<file path="src/rtl/eae_sequencer.sv">
// rtl/eae_sequencer.sv - extended arithmetic element sequencer (shifts, multiply, divide, normalize)
// AC:MQ forms a 24-bit word with bit 0 as MSB; one arithmetic step per clock in RUN.
module eae_sequencer (
   input  logic        clk,
   input  logic        reset,
   input  logic        start,
   input  logic [0:2]  op,
   input  logic [0:11] ac_in,
   input  logic [0:11] mq_in,
   input  logic        l_in,
   input  logic [0:11] operand,
   output logic [0:11] ac_out,
   output logic [0:11] mq_out,
   output logic        link_out,
   output logic [0:4]  sc_out,
   output logic        busy,
   output logic        done
);

   localparam logic [0:2] OP_SHL = 3'd1;
   localparam logic [0:2] OP_ASR = 3'd2;
   localparam logic [0:2] OP_LSR = 3'd3;
   localparam logic [0:2] OP_MUY = 3'd4;
   localparam logic [0:2] OP_DVI = 3'd5;
   localparam logic [0:2] OP_NMI = 3'd6;

   typedef enum logic [1:0] {S_IDLE, S_RUN, S_DONE} state_t;

   state_t      state_q, state_d;
   logic [0:11] ac_q, ac_d;
   logic [0:11] mq_q, mq_d;
   logic        link_q, link_d;
   logic [0:4]  sc_q, sc_d;
   logic [0:11] opnd_q, opnd_d;
   logic [0:2]  op_q, op_d;

   logic [0:12] mul_sum;
   logic [0:12] div_rem;
   logic [0:12] div_diff;
   logic        div_ge;
   logic [0:23] nmi_next;

   function automatic logic nmi_stop(input logic [0:23] w);
      return (w[0] != w[1]) || (w == 24'd0) || (w == 24'o60000000);
   endfunction

   always_comb begin
      state_d  = state_q;
      ac_d     = ac_q;
      mq_d     = mq_q;
      link_d   = link_q;
      sc_d     = sc_q;
      opnd_d   = opnd_q;
      op_d     = op_q;
      mul_sum  = {1'b0, ac_q} + (mq_q[11] ? {1'b0, opnd_q} : 13'd0);
      div_rem  = {ac_q, mq_q[0]};
      div_ge   = (div_rem >= {1'b0, opnd_q});
      div_diff = div_rem - {1'b0, opnd_q};
      nmi_next = {ac_q[1:11], mq_q, 1'b0};

      case (state_q)
         S_IDLE, S_DONE: begin
            if (state_q == S_DONE)
               state_d = S_IDLE;
            if (start) begin
               ac_d    = ac_in;
               mq_d    = mq_in;
               link_d  = l_in;
               opnd_d  = operand;
               op_d    = op;
               sc_d    = 5'd0;
               state_d = S_RUN;
               case (op)
                  OP_SHL: sc_d = operand[7:11];
                  OP_ASR: begin
                     sc_d   = operand[7:11];
                     link_d = ac_in[0];
                  end
                  OP_LSR: begin
                     sc_d   = operand[7:11];
                     link_d = 1'b0;
                  end
                  OP_MUY: begin
                     sc_d   = 5'd11;
                     link_d = 1'b0;
                  end
                  // Divide overflow is decided here; L then doubles as the skip flag in RUN.
                  OP_DVI: begin
                     link_d = (ac_in >= operand);
                     sc_d   = (ac_in >= operand) ? 5'd0 : 5'd11;
                  end
                  OP_NMI: sc_d = 5'd0;
                  default: state_d = S_DONE;
               endcase
            end
         end

         S_RUN: begin
            if (op_q == OP_NMI) begin
               if (nmi_stop({ac_q, mq_q})) begin
                  state_d = S_DONE;
               end else begin
                  {ac_d, mq_d} = nmi_next;
                  sc_d         = sc_q + 5'd1;
                  if (nmi_stop(nmi_next))
                     state_d = S_DONE;
               end
            end else begin
               if (sc_q == 5'd0)
                  state_d = S_DONE;
               else
                  sc_d = sc_q - 5'd1;
               case (op_q)
                  OP_SHL: {link_d, ac_d, mq_d} = {ac_q, mq_q, 1'b0};
                  OP_ASR: {ac_d, mq_d} = {ac_q[0], ac_q, mq_q[0:10]};
                  OP_LSR: {ac_d, mq_d} = {1'b0, ac_q, mq_q[0:10]};
                  OP_MUY: {ac_d, mq_d} = {mul_sum, mq_q[0:10]};
                  OP_DVI: begin
                     if (!link_q) begin
                        ac_d = div_ge ? div_diff[1:12] : div_rem[1:12];
                        mq_d = {mq_q[1:11], div_ge};
                     end
                  end
                  default: state_d = S_DONE;
               endcase
            end
         end

         default: state_d = S_IDLE;
      endcase
   end

   always_ff @(posedge clk or posedge reset) begin
      if (reset) begin
         state_q <= S_IDLE;
         ac_q    <= 12'd0;
         mq_q    <= 12'd0;
         link_q  <= 1'b0;
         sc_q    <= 5'd0;
         opnd_q  <= 12'd0;
         op_q    <= 3'd0;
      end else begin
         state_q <= state_d;
         ac_q    <= ac_d;
         mq_q    <= mq_d;
         link_q  <= link_d;
         sc_q    <= sc_d;
         opnd_q  <= opnd_d;
         op_q    <= op_d;
      end
   end

   assign ac_out   = ac_q;
   assign mq_out   = mq_q;
   assign link_out = link_q;
   assign sc_out   = sc_q;
   assign busy     = (state_q == S_RUN);
   assign done     = (state_q == S_DONE);

endmodule

</file>
<file path="config.mk">
export PLATFORM = sky130hd
export DESIGN_NAME = eae_sequencer
export DESIGN_NICKNAME = d
export VERILOG_FILES = /design/src/rtl/eae_sequencer.sv
export SDC_FILE = /design/constraint.sdc
export NUM_CORES = 1
export LEC_CHECK = 0
export BUFFER_PORTS_ARGS = -buffer_cell sky130_fd_sc_hd__buf_2
export CAP_MARGIN = 20
export CORE_UTILIZATION = 50
export CTS_BUF_LIST = sky130_fd_sc_hd__clkbuf_8
export CTS_CLUSTER_DIAMETER = 40
export DETAILED_ROUTE_END_ITERATION = 8
export GPL_TIMING_DRIVEN = 0
export PLACE_DENSITY = 0.74
export SETUP_SLACK_MARGIN = 0.15
export SLEW_MARGIN = 10
export SYNTH_ARGS = -nofsm -noshare
export SYNTH_HDL_FRONTEND = slang
export SYNTH_SLANG_ARGS = --single-unit
</file>
<file path="constraint.sdc">
create_clock -name clk -period 6.4 [get_ports clk]
set_input_delay 0.32 -clock clk [delete_from_list [all_inputs] [get_ports clk]]
set_output_delay 0.32 -clock clk [all_outputs]
set_load 0.05 [all_outputs]
</file>
; After elaboration in Yosys (flattened, before gate mapping)
; Cells that the tools add are included.
[totals]
ff_bits = 47
inputBits = 43
elab_cells = 102
out_inout_bits = 32
[classes]
n_addsub = 4
magnitude_cmp = 2
mux = 35
eq_ne = 31
n_reduce_logical = 22
[ops]
columns = operator, count
row1 = $mux 12, 10
row2 = $pmux 12 s5, 1
row3 = $pmux 12 s2, 2
row4 = $pmux 12 s4, 1
row5 = $eq 24x24->1 const B, 1
row6 = $logic_not 24->1, 1
row7 = $eq 23x23->1 const B, 1
row8 = $logic_not 23->1, 1
row9 = $mux 5, 4
row10 = $eq 3x3->1 const B, 6
row11 = $mux 2, 8
row12 = $pmux 5 s3, 1
row13 = $add 12x12->13, 1
row14 = $ge 13x12->1, 1
row15 = $eq 3x2->1 const B, 4
row16 = $ge 12x12->1, 1
row17 = $ne 3x3->1 const B, 4
row18 = $sub 12x12->12, 1
row19 = $pmux 5 s2, 1
row20 = $reduce_and 5->1, 2
row21 = $ne 4x2->1 const B, 2
row22 = $reduce_and 4->1, 2
row23 = $ne 7x1->1 const B, 1
row24 = $eq 3x1->1 const B, 2
row25 = other kinds (26), 35

; Logic depth before layout (Yosys ltp)
[depth]
word_depth = 7
mapped_depth = 12
ltp_nobuf = 11

; Least setup slack after synthesis
; No wires, ideal clock.
[synth_timing]
path_kind = reg2reg
startpoint = register ac_q, in the netlist ac_out[6]
endpoint = register ac_q, in the netlist ac_out[1]
arrival_time_ns = 2.682
stages_incl_launch_ff = 10
period_less_slack_ns = 2.813
path_buffers = 1
path_slack_ns = 3.587
path_cell_list = dfrtp_1 ha_1 buf_6 a211oi_2 nor2_1 or4b_4 a21oi_4 nor2_1 a221oi_1 o22ai_1
[synth_between]
elab_chain_len = 6
[synth_rtl]
columns = item, line_no
row1 = from (decl), 30  ; logic [0:11] ac_q, ac_d;
row2 = from (signal assigned), 136  ; ac_q <= 12'd0;
row3 = from (signal assigned), 144  ; ac_q <= ac_d;
row4 = $sub 12x12->12 or $ge 13x12->1 (tied branches), "58, 57"
row5 = $mux 12, 120  ; ac_d = div_ge ? div_diff[1:12] : div_rem[1:12];
row6 = $mux 12, 119  ; if (!link_q) begin
row7 = $pmux 12 s5, 113  ; case (op_q)
row8 = $mux 12, 99  ; if (op_q == OP_NMI) begin
row9 = $pmux 12 s2, 61  ; case (state_q)
; Parallel ways exist; a longest one is shown, timed or not. The select of a mux whose other input is x is not followed.
; A chain may end at the register's enable or synchronous reset.

; Final worst setup path
[layout_timing]
startpoint = register mq_q, in the netlist mq_out[11]
endpoint = register ac_q, in the netlist ac_out[1]
[layout_between]
elab_chain_len = 5
[layout_rtl]
columns = item, line_no
row1 = from (decl), 31  ; logic [0:11] mq_q, mq_d;
row2 = from (signal assigned), 145  ; mq_q <= mq_d;
row3 = $mux 12 or $logic_not 24->1 (tied branches), "55, 44"
row4 = $add 12x12->13 or $logic_or 1x1->1 (tied branches), "55, 44"
row5 = $pmux 12 s5 or $logic_or 1x1->1 (tied branches), "113, 44"
row6 = $mux 12 or $ne 3x3->1 (tied branches), --
row7 = $pmux 12 s2 or $reduce_and 5->1 (tied branches), --
; Parallel ways exist; a longest one is shown, timed or not.

==> flow_summary.yaml <==
outcome:
  status: "complete, but fails checks"
  violations: "design-rule violations"
floorplan:
  dieArea_mm2: 0.00971
  coreArea_mm2: 0.00889
  io-pin-count: 75
  std_cell_rows: 34
  start_util: 0.524
  die_x_um: 98.5
  dieHeight_um: 98.5
worst_hold_path:
  min_path_cells: 3
  min-delay-start: "operand[0]"
  hold_path.class: "primary input to flip-flop"
  whs_endpoint: "opnd_q[0]"
place:
  placed_area_mm2: 0.00518
  pre_cts_slack_ns: 3.33
  gp_congestion: 0.987
  numPortBuffers: 74
  dp.final_hpwl_mm: 11.6
detailed_routing:
  vias: 4886
  drtIter0Drc: 474
  post_drt_wl_per_cell_um: 18.9
  ant_nets: 0
  drt_wl_total_mm: 14.7
  route.detailed.drc: 2
  dr.pass1.iters: 9
  via_per_inst: 6.30
critical_path:
  rr_worst_depth: 11
  cpMaxStageDelayCell: "dfrtp_1"
  cp_top_family: "compound AO/OA/AOI/OAI gates"
  cp_num_buf_inv: 2
  r2r_start: "mq_out[11]"
  reg2reg_slack_ns: 3.31
  reg2reg_to: "ac_out[1]"
  crit_path_max_fanout: 10
  critical_path.most_common_cell: "a21oi_1"
  cp_cell_sequence: "clkbuf_1 -> nand2_1 -> inv_1 -> ha_1 -> a211oi_1 -> o21ai_0 -> a21oi_1 -> mux2i_1 -> a21oi_1 -> a221oi_1 -> o22ai_1"
  crit_type: "flip-flop to flip-flop"
  cpPeakStageDelay_ns: 0.53
  cp.arrival_ns: 3.29
  setup.worst_path.end_class: "flip-flop"
  critPathLaunchType: "flip-flop"
  required_ns: 6.60
logic_synthesis:
  synthCells: 585
  syn-cell-area_mm2: 0.00466
  synth_cell_types: 71
  synthFlopType: "dfrtp_1"
  syn_area_per_cell_um2: 7.96
  ys_seq_area_frac: 0.252
  synth-edff-count: 0
  syn_nets: 675
  synth_warnings: 0
  ys_seq_elements: 47
  async_flop_share: 1.00
cts:
  clock_path_buffers: 2
  postCtsSetupRepairBufs: 0
  clk_pin_slew_ns: 0.10
  cts_tree: "done"
  postCtsHoldBufs: 1
  ctsResizeCount: 0
  numClockSinks: 47
  clk_latency_ns: 0.31
  root_buffer: "clkbuf_8"
  htreeDepth: 2
  numCtsBuffers: 5
timing:
  rsz0062_at_grt: "false"
  period_minus_slack_ns: 3.09
  hold_violations: 0
  fin_skew_ns: 0.00878
  fin_ws_ns: 3.31
  final-setup-viol-count: 0
  worst_pin_slew_ns: 0.809
  slew_viol_final: 0
  post-route-period-util: 0.483
  tns_ns: 0
  timing.fmax_mhz: 323
  slew_headroom: 0.458
cells_and_area:
  syn_to_final_growth_pct: 13.8
  seqCellArea_mm2: 0.00118
  fin_util: 0.596
  nets: 758
  layout-drive-gt1-share: 0.168
  multiInputGateArea_mm2: 0.00312
  fill_cells: 812
  diodes: 0
  fin_area_mm2: 0.00530
global_routing:
  grt_antenna_before_repair: 0
  top_usage_layer: "met2"
  gr-usage-met1: 0.415
  grt_usage: 0.311
  grtUsageMet3: 0.0560
  grtUsageMet2: 0.517
  grt_max_degree: 34
  grt_pass1_wl_mm: 23.6
  grt_pass1_vias: 4704
  grt-ovfl-total: 0
job:
  maxCapViolCount: 0
through the flow:
step	instances	hold WS, ns
after global routing	776	0.244
after CTS	776	0.239
after detailed placement	768	0.312
after global placement	767	0.502
final	776	0.236
after floorplan	585	0.425
layer usage:
layer  up-vias  share of wire  routed length (um)
met2       252           0.46                6720
met4         0          0.021                 309
met1      2299           0.43                6390
li1       2304              -                   -
met3        31          0.087                1290
met5         -              0                   0
cells by family after synthesis:
group | count (synthesis) | synth area share
xor gates and xnor gates | 18 | 0.0338
adders and majority gates | 47 | 0.131
DFF | 47 | 0.252
muxes | 7 | 0.0156
AOI/OAI and AO/OA | 191 | 0.281
and+or+nand+nor | 194 | 0.208
buffers and inverters | 81 | 0.0789
area by class of cell:
type / count / share of cell area
buffer: 27 / 0.0312
clock buffer: 5 / 0.0130
clock inverter: 2 / 0.00708
inverter: 54 / 0.0382
multi-input combinational: 457 / 0.588
sequential: 47 / 0.222
tap: 108 / 0.0255
timing repair buffer: 76 / 0.0755
layout by cell type, fill, tap and decap left out, types with 19 or more instances in the layout:
cell type,netlist,final
a21oi_1,32,32
buf_2,1,75
clkbuf_1,19,19
dfrtp_1,47,47
ha_1,44,44
inv_1,53,52
nand2_1,59,59
nand3_1,19,19
nor2_1,41,41
o21ai_0,54,54
cell usage after synthesis (3+ instances only):
cell type / instances / area, um^2
nand2_1: 59 / 221
o21ai_0: 54 / 270
inv_1: 53 / 199
dfrtp_1: 47 / 1180
ha_1: 44 / 551
nor2_1: 41 / 154
a21oi_1: 32 / 160
clkbuf_1: 19 / 71.3
nand3_1: 19 / 95.1
nor3_1: 15 / 75.1
o211ai_1: 14 / 105
a211oi_1: 12 / 90.1
a221o_1: 12 / 120
and2_1: 12 / 75.1
nor2b_1: 11 / 68.8
a31oi_1: 10 / 62.6
xnor2_1: 9 / 78.8
xor2_1: 9 / 78.8
nand2b_1: 6 / 37.5
o2111ai_1: 6 / 52.6
o21a_1: 6 / 45.0
a41oi_1: 5 / 43.8
mux2i_1: 5 / 50.1
nor4_1: 5 / 31.3
or3_1: 5 / 31.3
clkbuf_8: 4 / 55.1
o221ai_1: 4 / 35.0
a21o_1: 3 / 22.5
and4_1: 3 / 26.3
buf_6: 3 / 33.8
fa_1: 3 / 60.1
nand3b_1: 3 / 22.5
o21ai_1: 3 / 15.0
o31a_1: 3 / 26.3
flip-flops by register name, summed over array words and instances (netlist names):
name / flops
link_out: 1
sc_out: 5
state_q: 2
mq_out: 12
ac_out: 12
op_q: 3
opnd_q: 12
worst max path at each step:
stage | startpoint | end | slack, ns | cells past startpoint
finish | mq_out[11] | ac_out[1] | 3.31 | 11
global route | mq_out[11] | ac_out[1] | 2.96 | 10
CTS | mq_out[11] | ac_out[5] | 3.30 | 11
detailed placement | mq_out[11] | ac_out[5] | 3.33 | 11
global placement | mq_out[11] | ac_out[5] | 3.38 | 11
floorplan | ac_out[6] | ac_out[1] | 3.59 | 9
worst min-delay path: cells and delay by family:
family	cells	cell delay, ns
buffers and inverters	1	0.09
AND/OR/NAND/NOR	1	0.04
AO/OA/AOI/OAI	1	0.06
Power is left out: the tool's default activity adds up to more than one toggle a clock period on the data nets, which glitch-free logic cannot reach.
